**config.mk**
```make
export PLATFORM = sky130hd
export DESIGN_NAME = dtgen_xloop_xcontrol_xu20_xu5
export DESIGN_NICKNAME = d
export VERILOG_FILES = /design/src/rtl/dtgen_xloop_xcontrol_xu20_xu5.sv
export SDC_FILE = /design/constraint.sdc
export NUM_CORES = 1
export LEC_CHECK = 0
export ABC_AREA = 1
export CAP_MARGIN = 20
export CORE_MARGIN = 8
export CORE_UTILIZATION = 38
export CTS_CLUSTER_SIZE = 25
export DETAILED_ROUTE_END_ITERATION = 12
export PLACE_DENSITY = 0.65
export SYNTH_ARGS = -nofsm -noshare
export SYNTH_HDL_FRONTEND = slang
export SYNTH_SLANG_ARGS = --single-unit
export TNS_END_PERCENT = 30
```
**constraint.sdc**
```tcl
create_clock -name CELCLK -period 2.14 [get_ports CELCLK]
set_input_delay 0.642 -clock CELCLK [delete_from_list [all_inputs] [get_ports CELCLK]]
set_output_delay 0.642 -clock CELCLK [all_outputs]
set_load 0.005 [all_outputs]
```
**src/rtl/dtgen_xloop_xcontrol_xu20_xu5.sv**
```systemverilog
// Dead-time / non-overlap gate generator: turns the PWM request into HS/LS gate
// commands with programmable dead time, HS minimum on-time, OCP abort and ZCD.
module dtgen_xloop_xcontrol_xu20_xu5 #(
    parameter int DT_W    = 6,
    parameter int MINON_W = 6,
    parameter int OCPC_W  = 8
) (
    input  logic               CELCLK,
    input  logic               CELRSTN,
    input  logic               CELV,
    input  logic               CELG,
    input  logic               SUB,
    input  logic               en_i,
    input  logic               pwm_i,
    input  logic [DT_W-1:0]    dt_lh_i,
    input  logic [DT_W-1:0]    dt_hl_i,
    input  logic [MINON_W-1:0] min_on_i,
    input  logic               ocp_i,
    input  logic               zcd_i,
    output logic               hs_o,
    output logic               ls_o,
    output logic               ocp_lock_o,
    output logic [OCPC_W-1:0]  ocp_cnt_o
);
    localparam int CNT_W = (DT_W > MINON_W) ? DT_W : MINON_W;

    typedef enum logic [2:0] {IDLE, DTLH, HS_ON, DTHL, LS_ON} state_t;

    state_t              state, state_nx;
    logic [CNT_W-1:0]    cnt, cnt_nx;
    logic                ocp_lock, ocp_lock_nx;
    logic [OCPC_W-1:0]   ocp_cnt, ocp_cnt_nx;
    logic                hs_q, ls_q;

    // Supply/substrate pins carry no logic.
    logic unused_pwr;
    assign unused_pwr = &{1'b0, CELV, CELG, SUB};

    always_ff @(posedge CELCLK) begin
        if (!CELRSTN) begin
            state    <= IDLE;
            cnt      <= '0;
            ocp_lock <= 1'b0;
            ocp_cnt  <= '0;
            hs_q     <= 1'b0;
            ls_q     <= 1'b0;
        end else begin
            state    <= state_nx;
            cnt      <= cnt_nx;
            ocp_lock <= ocp_lock_nx;
            ocp_cnt  <= ocp_cnt_nx;
            hs_q     <= (state_nx == HS_ON);
            ls_q     <= (state_nx == LS_ON);
        end
    end

    always_comb begin
        state_nx    = state;
        cnt_nx      = cnt;
        ocp_lock_nx = ocp_lock;
        ocp_cnt_nx  = ocp_cnt;

        // Lock release is independent of state and enable; it can never
        // coincide with an abort because an abort needs ocp_i=1.
        if (!pwm_i && !ocp_i)
            ocp_lock_nx = 1'b0;

        if (!en_i) begin
            state_nx = IDLE;
        end else begin
            unique case (state)
                IDLE: begin
                    if (pwm_i && !ocp_lock) begin
                        state_nx = DTLH;
                        cnt_nx   = CNT_W'(dt_lh_i);
                    end
                end
                DTLH: begin
                    if (ocp_i) begin
                        state_nx = IDLE;
                    end else if (cnt == '0) begin
                        state_nx = HS_ON;
                        cnt_nx   = CNT_W'(min_on_i);
                    end else begin
                        cnt_nx = cnt - CNT_W'(1);
                    end
                end
                HS_ON: begin
                    if (ocp_i) begin
                        state_nx    = DTHL;
                        cnt_nx      = CNT_W'(dt_hl_i);
                        ocp_lock_nx = 1'b1;
                        if (ocp_cnt != '1)
                            ocp_cnt_nx = ocp_cnt + OCPC_W'(1);
                    end else if (!pwm_i && cnt == '0) begin
                        state_nx = DTHL;
                        cnt_nx   = CNT_W'(dt_hl_i);
                    end else if (cnt != '0) begin
                        cnt_nx = cnt - CNT_W'(1);
                    end
                end
                DTHL: begin
                    if (cnt == '0)
                        state_nx = LS_ON;
                    else
                        cnt_nx = cnt - CNT_W'(1);
                end
                LS_ON: begin
                    // A new PWM request wins over diode emulation.
                    if (pwm_i && !ocp_lock) begin
                        state_nx = DTLH;
                        cnt_nx   = CNT_W'(dt_lh_i);
                    end else if (zcd_i) begin
                        state_nx = IDLE;
                    end
                end
                default: state_nx = IDLE;
            endcase
        end
    end

    assign hs_o       = hs_q;
    assign ls_o       = ls_q;
    assign ocp_lock_o = ocp_lock;
    assign ocp_cnt_o  = ocp_cnt;

endmodule

```
==> results of run 1 <==
==> power by group <==
part	internal [W]	switching, W
combinational	0.000124	0.000150
sequential	0.000383	0.0000110
clock	0.000163	0.000121
==> sequential cells by signal, summed over array words and instances, names as in the netlist <==
signal      cells
hs_o            1
state           3
ocp_cnt_o       8
ocp_lock_o      1
cnt             6
ls_o            1
==> cell families after synthesis <==
group           synth area share, %
compound gates                 12.9
xor+xnor                       1.24
fa+ha+maj                      1.77
buf+inv                        10.0
flops                          28.3
simple gates                   45.8
==> layout make-up <==
type                    instances  area, sq um  area share [%]
clock buffers                   4         55.1            2.80
inverters                      32          120            6.10
multi-input cells             179          872            44.3
flip-flops and latches         20          400            20.3
well taps                      48         60.1            3.05
repair buffers                 50          460            23.4
==> path summary, 6_finish.rpt <==
kind | end | slack (ps) | depth (start not counted) | from
min | ocp_cnt_o[2] | 500 | 2 | ocp_cnt_o[2]
max reg2reg | cnt[3] | 350 | 8 | cnt[0]
min reg2reg | ocp_cnt_o[2] | 500 | 2 | ocp_cnt_o[2]
max | cnt[3] | 150 | 9 | pwm_i
==> Yosys cell counts <==
cell	count	area [sq um]
sky130_fd_sc_hd__nor2_2	4	25.0
sky130_fd_sc_hd__nor2_1	32	120
sky130_fd_sc_hd__o211ai_1	5	37.5
sky130_fd_sc_hd__o21a_1	3	22.5
sky130_fd_sc_hd__a21oi_1	10	50.1
sky130_fd_sc_hd__clkinv_1	2	7.51
sky130_fd_sc_hd__buf_2	2	10.0
sky130_fd_sc_hd__o21ai_1	1	5.00
sky130_fd_sc_hd__xor2_1	1	8.76
sky130_fd_sc_hd__inv_1	26	97.6
sky130_fd_sc_hd__o21ai_0	6	30.0
sky130_fd_sc_hd__xnor2_1	1	8.76
sky130_fd_sc_hd__nand3_1	29	145
sky130_fd_sc_hd__nand2_1	62	233
sky130_fd_sc_hd__nor2_4	2	22.5
sky130_fd_sc_hd__a31oi_1	1	6.26
sky130_fd_sc_hd__nor3_1	5	25.0
sky130_fd_sc_hd__a21boi_1	1	7.51
sky130_fd_sc_hd__inv_2	4	15.0
sky130_fd_sc_hd__a22oi_1	2	15.0
sky130_fd_sc_hd__o2111ai_1	1	8.76
sky130_fd_sc_hd__ha_1	2	25.0
sky130_fd_sc_hd__dfxtp_1	20	400
sky130_fd_sc_hd__nand3_2	2	20.0
sky130_fd_sc_hd__nand4_1	3	18.8
sky130_fd_sc_hd__nand2_2	5	31.3
sky130_fd_sc_hd__or2_1	1	6.26
sky130_fd_sc_hd__buf_6	1	11.3
==> layer usage <==
layer | GRT usage, % | vias to the layer above | routed length [um]
met5 | 0 | - | 0
met4 | 1.70 | 0 | 6
met3 | 4.20 | 2 | 288
met2 | 20.6 | 36 | 1720
met1 | 15.7 | 682 | 1820
li1 | - | 867 | -
==> stage by stage <==
| stage | worst slack [ps] | area, sq um | setup TNS, ps | instances | power, W |
|---|---|---|---|---|---|
| 5_1_grt | 43.9 | 1970 | 0 | 333 | 0.00101 |
| 3_3_place_gp | -108 | 1910 | -567 | 329 | 0.000677 |
| 3_5_place_dp | -110 | 1910 | -586 | 329 | 0.000677 |
| 4_1_cts | 155 | 1970 | 0 | 333 | 0.000967 |
| 6_report | 149 | 1970 | 0 | 333 | 0.000952 |
| 2_1_floorplan | 560 | 1410 | 0 | 234 | 0.000562 |
==> critical path, delay by kind of cell <==
kind	cells	cell delay, ps
AND/OR/NAND/NOR	7	950
buffers and inverters	2	550
==> results by group, run 1 <==
Status
  • Status: finished, final reports clean

STA
  • Transition time at the pin with the least slew margin: 325 ps
  • Final Max Slew Viols: 0
  • Worst Hold Margin: 498 ps
  • Hold Fails Final Rpt: 0
  • Clock tree skew after final layout: around 3.3 ps
  • Remaining max-slew budget at the tightest pin: 78.3%
  • Setup violators final: 0
  • Fin crit period: approximately 2000 ps
  • Achievable frequency: roughly 0.50 GHz
  • Final worst-path cycle share: 93.0%
  • RSZ-0062 raised after global routing: no

Placement
  • Final HPWL DP: between 3000 and 4000 um
  • Placer's final routability congestion estimate: 0.847
  • Number of I/O port buffers: 34

Die
  • Die Y: about 77 um
  • Number of core rows: 22
  • Initial standard-cell utilization of the core: around 39%
  • Full die area: between 5000 and 6000 sq um
  • I/O pin total: 38
  • Std-Cell Core Area: 3610 sq um
  • Die boundary width: 77.0 um

CTS
  • Clock Sink Count: 20
  • Total of cells resized after clock tree synthesis: 0
  • Buffer depth of the longest clock path: 2
  • Clock tree from TritonCTS: done
  • Clock latency reported for the late side of the worst-skew pair: roughly 250 ps
  • CTS clk-pin slew, worst paths: roughly 70 ps
  • Number of buffers inserted to repair setup after CTS: 0
  • Count of hold buffers inserted by post-cts repair: 0
  • Num CTS Buffers: 3
  • Level count of the clock H-tree: 1
  • Root Buffer: sky130_fd_sc_hd__clkbuf_8

Synthesis
  • Avg Synthesized Cell Area: 6.04 sq um
  • Synthesis-stage register bit count: 20
  • Number of warnings printed during yosys synthesis: 0
  • Mapped Area: between 1000 and 1500 sq um
  • Share of synthesized area occupied by flip-flops and latches: ~28%
  • Gate Count Post-Synth: between 200 and 250
  • Synth unique cells: 28
  • Net count after synthesis: roughly 260

Pwr
  • Peak supply drop: slightly below 0.4 mV
  • Cell leakage power: ~0.9 nW
  • Total power divided by cell area: around 480 nW/um^2

Routing
  • Number of vias after detailed routing: 1587
  • Ratio of routed vias to standard cells: around 4.8
  • Post-detailed-route wirelength per cell: around 12 um
  • Residual DRC count: 0
  • Drt first pass iters: 4
  • Number of DRC markers in iteration 0: 80
  • Post-detailed-routing wire length: roughly 3800 um
  • Remaining number of nets flagged by the antenna check after routing: 0

Finish
  • Most common library cell in the layout ignoring fill and taps: sky130_fd_sc_hd__nand2_1
  • Number of antenna diodes: 0
  • Final net count: 315
  • Area Overhead vs Synth: 39.2%
  • Filler cell count: 379
  • Commonest cells after routing, fill and taps aside: sky130_fd_sc_hd__nand2_1, sky130_fd_sc_hd__clkdlybuf4s50_1, sky130_fd_sc_hd__nor2_1, sky130_fd_sc_hd__nand3_1, sky130_fd_sc_hd__inv_1
  • Share of post-route cells with drive strength above 1: approximately 13%
  • Post-route core utilization: 54.6%

Run
  • Number of violations of the max-capacitance limit: 0

Worst setup path
  • Startpoint Class: input pin
  • Crit-path slowest cell: sky130_fd_sc_hd__clkdlybuf4s50_1
  • WP data required: about 2300 ps
  • Startpoint-to-endpoint class of the critical path: in -> reg
  • Critical Path Fanout Max: 7
  • Critical-path cell list: clkdlybuf4s50_1 > inv_1 > or2_1 > nand2_2 > nand3_2 > nor2_4 > nand3_1 > nor2_1 > nor2_1
  • Max stage delay on crit path: about 490 ps
  • Signal arrival time at the worst endpoint: 2140 ps
  • Most frequent cell on the critical path: sky130_fd_sc_hd__nor2_1
  • CP Capture Type: register

Global routing
  • Aggregate global routing overflow: 0
  • Overall global routing resource usage: approximately 13%
  • Pin count of the biggest net entering global routing: 12
  • Wire length of the first global-routing pass: 6300 um
  • Number of global-route vias before repair: 1410
  • Antenna violations before repair: 0

Min path
  • Type of the most critical hold path: reg -> reg
(Power assumes the default switching activity.)
==> run 2: changes to the inputs <==
--- a/config.mk
+++ b/config.mk
@@ -11,6 +11,7 @@
 export CORE_UTILIZATION = 38
 export CTS_CLUSTER_SIZE = 25
 export DETAILED_ROUTE_END_ITERATION = 12
+export HOLD_SLACK_MARGIN = 0.05
 export PLACE_DENSITY = 0.65
 export SYNTH_ARGS = -nofsm -noshare
 export SYNTH_HDL_FRONTEND = slang
==> results of run 2 <==
Final layout, timing and power as in run 1 (identical DEF).
==> run 3: changes to the inputs <==
--- a/config.mk
+++ b/config.mk
@@ -7,7 +7,7 @@
 export LEC_CHECK = 0
 export ABC_AREA = 1
 export CAP_MARGIN = 20
-export CORE_MARGIN = 8
+export CORE_MARGIN = 5
 export CORE_UTILIZATION = 38
 export CTS_CLUSTER_SIZE = 25
 export DETAILED_ROUTE_END_ITERATION = 12
==> results by group, run 3 (same netlist as run 1, synthesis figures left out) <==
Status
  • Status: finished, final reports clean (unchanged)

STA
  • Hold Fails Final Rpt: 0 (unchanged)
  • Fin crit period: 1990 ps (about the same)
  • Final worst-path cycle share: 92.9% (was 93.0%)
  • Setup TNS: 0 ps (unchanged)
  • Worst Hold Margin: 502 ps (was 498 ps)
  • RSZ-0062 raised after global routing: no (unchanged)
  • Achievable frequency: 0.503 GHz (was 0.502 GHz)
  • Setup violators final: 0 (unchanged)
  • Final Max Slew Viols: 0 (unchanged)
  • Clock tree skew after final layout: 10.2 ps (was 3.34 ps)
  • Final worst slack: 152 ps (was 149 ps)
  • Transition time at the pin with the least slew margin: 319 ps (was 325 ps)
  • Remaining max-slew budget at the tightest pin: 78.6% (was 78.3%)

CTS
  • Num CTS Buffers: 3 (unchanged)
  • Root Buffer: sky130_fd_sc_hd__clkbuf_8 (unchanged)
  • Total of cells resized after clock tree synthesis: 0 (unchanged)
  • Level count of the clock H-tree: 1 (unchanged)
  • Clock Sink Count: 20 (unchanged)
  • Count of hold buffers inserted by post-cts repair: 0 (unchanged)
  • Clock tree from TritonCTS: done (unchanged)
  • Number of buffers inserted to repair setup after CTS: 0 (unchanged)
  • Clock latency reported for the late side of the worst-skew pair: 270 ps (was 250 ps)
  • Buffer depth of the longest clock path: 2 (unchanged)
  • CTS clk-pin slew, worst paths: 90 ps (was 70 ps)

Pwr
  • Switching power as a share of total power: 28.5% (was 29.6%)
  • Pint: 0.000761 W (was 0.000671 W)
  • Part of the total power dissipated in sequential elements: 37.0% (was 41.4%)
  • Cell leakage power: 0.887 nW (was 0.875 nW)
  • Total power divided by cell area: 534 nW/um^2 (was 484 nW/um^2)
  • Comb power frac: 26.5% (was 28.8%)
  • Net Switching: 0.000303 W (was 0.000282 W)
  • Peak supply drop: 0.340 mV (was 0.387 mV)
  • Part of the total power dissipated in the clock network: 36.5% (was 29.9%)

Routing
  • Residual DRC count: 0 (unchanged)
  • Number of DRC markers in iteration 0: 115 (was 80)
  • Post-detailed-route wirelength per cell: 12.0 um (was 11.5 um)
  • Ratio of routed vias to standard cells: 4.87 (was 4.77)
  • Post-detailed-routing wire length: 4010 um (was 3840 um)
  • Drt first pass iters: 4 (unchanged)
  • Remaining number of nets flagged by the antenna check after routing: 0 (unchanged)
  • Number of vias after detailed routing: 1625 (was 1587)

Worst setup path
  • Startpoint Class: input pin (unchanged)
  • Signal arrival time at the worst endpoint: 2140 ps (about the same)
  • Startpoint-to-endpoint class of the critical path: in -> reg (unchanged)
  • Path depth of the worst reg2reg path: 11 (was 8)
  • Max stage delay on crit path: 490 ps (about the same)
  • WP data required: 2300 ps (was 2290 ps)
  • Worst setup slack for register-to-register paths: 440 ps (was 350 ps)
  • Critical-path cell list: clkdlybuf4s50_1 > inv_1 > or2_1 > nand2_2 > nand3_2 > nor2_4 > nand3_1 > nor2_1 > nor2_1 (unchanged)
  • Most frequent cell on the critical path: sky130_fd_sc_hd__nor2_1 (unchanged)
  • Buffer and inverter count on the worst path: 2 (unchanged)
  • Critical Path Fanout Max: 7 (unchanged)
  • Launching instance or port of the critical path: pwm_i (unchanged)
  • Reg2reg end: cnt[3] (unchanged)
  • CP Capture Type: register (unchanged)
  • Number of cells on the critical path: 9 (unchanged)
  • Reg-to-reg startpoint: cnt[0] (unchanged)
  • Destination of the critical timing path: cnt[3] (unchanged)
  • Crit-path slowest cell: sky130_fd_sc_hd__clkdlybuf4s50_1 (unchanged)
  • Cell family contributing the most delay on the critical path: simple AND/OR/NAND/NOR gates (unchanged)

Placement
  • Final HPWL DP: 3160 um (was 3050 um)
  • Worst setup slack after placement: -145 ps (was -110 ps)
  • Placer's final routability congestion estimate: 0.859 (was 0.847)
  • Number of I/O port buffers: 34 (unchanged)
  • Placed instance area: 1920 sq um (was 1910 sq um)

Global routing
  • Number of global-route vias before repair: 1546 (was 1410)
  • Antenna violations before repair: 0 (unchanged)
  • Aggregate global routing overflow: 0 (unchanged)
  • Wire length of the first global-routing pass: 6740 um (was 6300 um)
  • Overall global routing resource usage: 16.4% (was 12.5%)
  • Pin count of the biggest net entering global routing: 13 (was 12)

Die
  • Number of core rows: 22 (unchanged)
  • I/O pin total: 38 (unchanged)
  • Die boundary width: 71.0 um (was 77.0 um)
  • Full die area: 5040 sq um (was 5930 sq um)
  • Std-Cell Core Area: 3630 sq um (was 3610 sq um)
  • Initial standard-cell utilization of the core: 38.9% (was 39.2%)
  • Die Y: 71.0 um (was 77.0 um)

Finish
  • Area Overhead vs Synth: 40.9% (was 39.2%)
  • Share of post-route cells with drive strength above 1: 13.3% (was 13.0%)
  • Number of antenna diodes: 0 (unchanged)
  • Post-route core utilization: 54.8% (was 54.6%)
  • Max FFs per register: 8 (unchanged)
  • Final non-filler cell area: 1990 sq um (was 1970 sq um)
  • Most common library cell in the layout ignoring fill and taps: sky130_fd_sc_hd__nand2_1 (unchanged)
  • Final net count: 316 (was 315)
  • Commonest cells after routing, fill and taps aside: sky130_fd_sc_hd__nand2_1, sky130_fd_sc_hd__clkdlybuf4s50_1, sky130_fd_sc_hd__nor2_1, sky130_fd_sc_hd__nand3_1, sky130_fd_sc_hd__inv_1 (unchanged)

Run
  • Number of violations of the max-capacitance limit: 0 (unchanged)

Min path
  • Startpoint of the lowest-slack hold path: ocp_cnt_o[2] (unchanged)
  • Type of the most critical hold path: reg -> reg (unchanged)
-- run 3: cell types whose count changed in the layout (fill, tap and decap cells not counted) --
cell                        change
sky130_fd_sc_hd__clkbuf_8       -1
sky130_fd_sc_hd__buf_4          +1
sky130_fd_sc_hd__bufinv_16      +1
-- run 3: worst reg2reg max path, delay by kind of cell (launching register included) --
family	cells	cell delay, ps
DFF	1	330
buffers and inverters	1	60
and+or+nand+nor	9	1000
adders and majority gates	1	200
-- run 3: worst min path at each step --
stage	slack, ps	endpoint	depth (start not counted)
detailed placement	480	ocp_lock_o	2
CTS	510	ocp_cnt_o[2]	2
floorplan	470	ocp_cnt_o[0]	1
global placement	480	ocp_cnt_o[2]	2
global route	530	ocp_cnt_o[6]	2
finish	500	ocp_cnt_o[2]	2
-- run 3: metal layers --
| layer | vias up | part of all wire, % | track usage [%] |
|---|---|---|---|
| met2 | 32 | 47 | 28.0 |
| met3 | 2 | 4.5 | 3.98 |
| met4 | 0 | 0.32 | 3.13 |
| met1 | 726 | 48 | 21.1 |
| met5 | - | 0 | 0 |
| li1 | 865 | - | - |
-- run 3: cell type report --
cell class              instances  area (sq um)
fillers                       406          1640
multi-input cells             179           872
repair buffers                 51           468
flip-flops and latches         20           400
inverters                      32           120
well taps                      48          60.1
clock buffers                   3          41.3
clock inverters                 1          30.0
-- run 3: power groups by stage --
stage	logic (W)	registers [W]	clock network [W]
after floorplan	0.000163	0.000400	0
after global placement	0.000280	0.000402	0
after detailed placement	0.000282	0.000402	0
after CTS	0.000283	0.000393	0.000398
after global routing	0.000320	0.000395	0.000414
final	0.000282	0.000394	0.000388
-- run 3: through the flow --
step                std cells  total power (W)
finish                    334          0.00106
global route              334          0.00113
CTS                       334          0.00108
detailed placement        330         0.000684
global placement          330         0.000682
floorplan                 234         0.000562
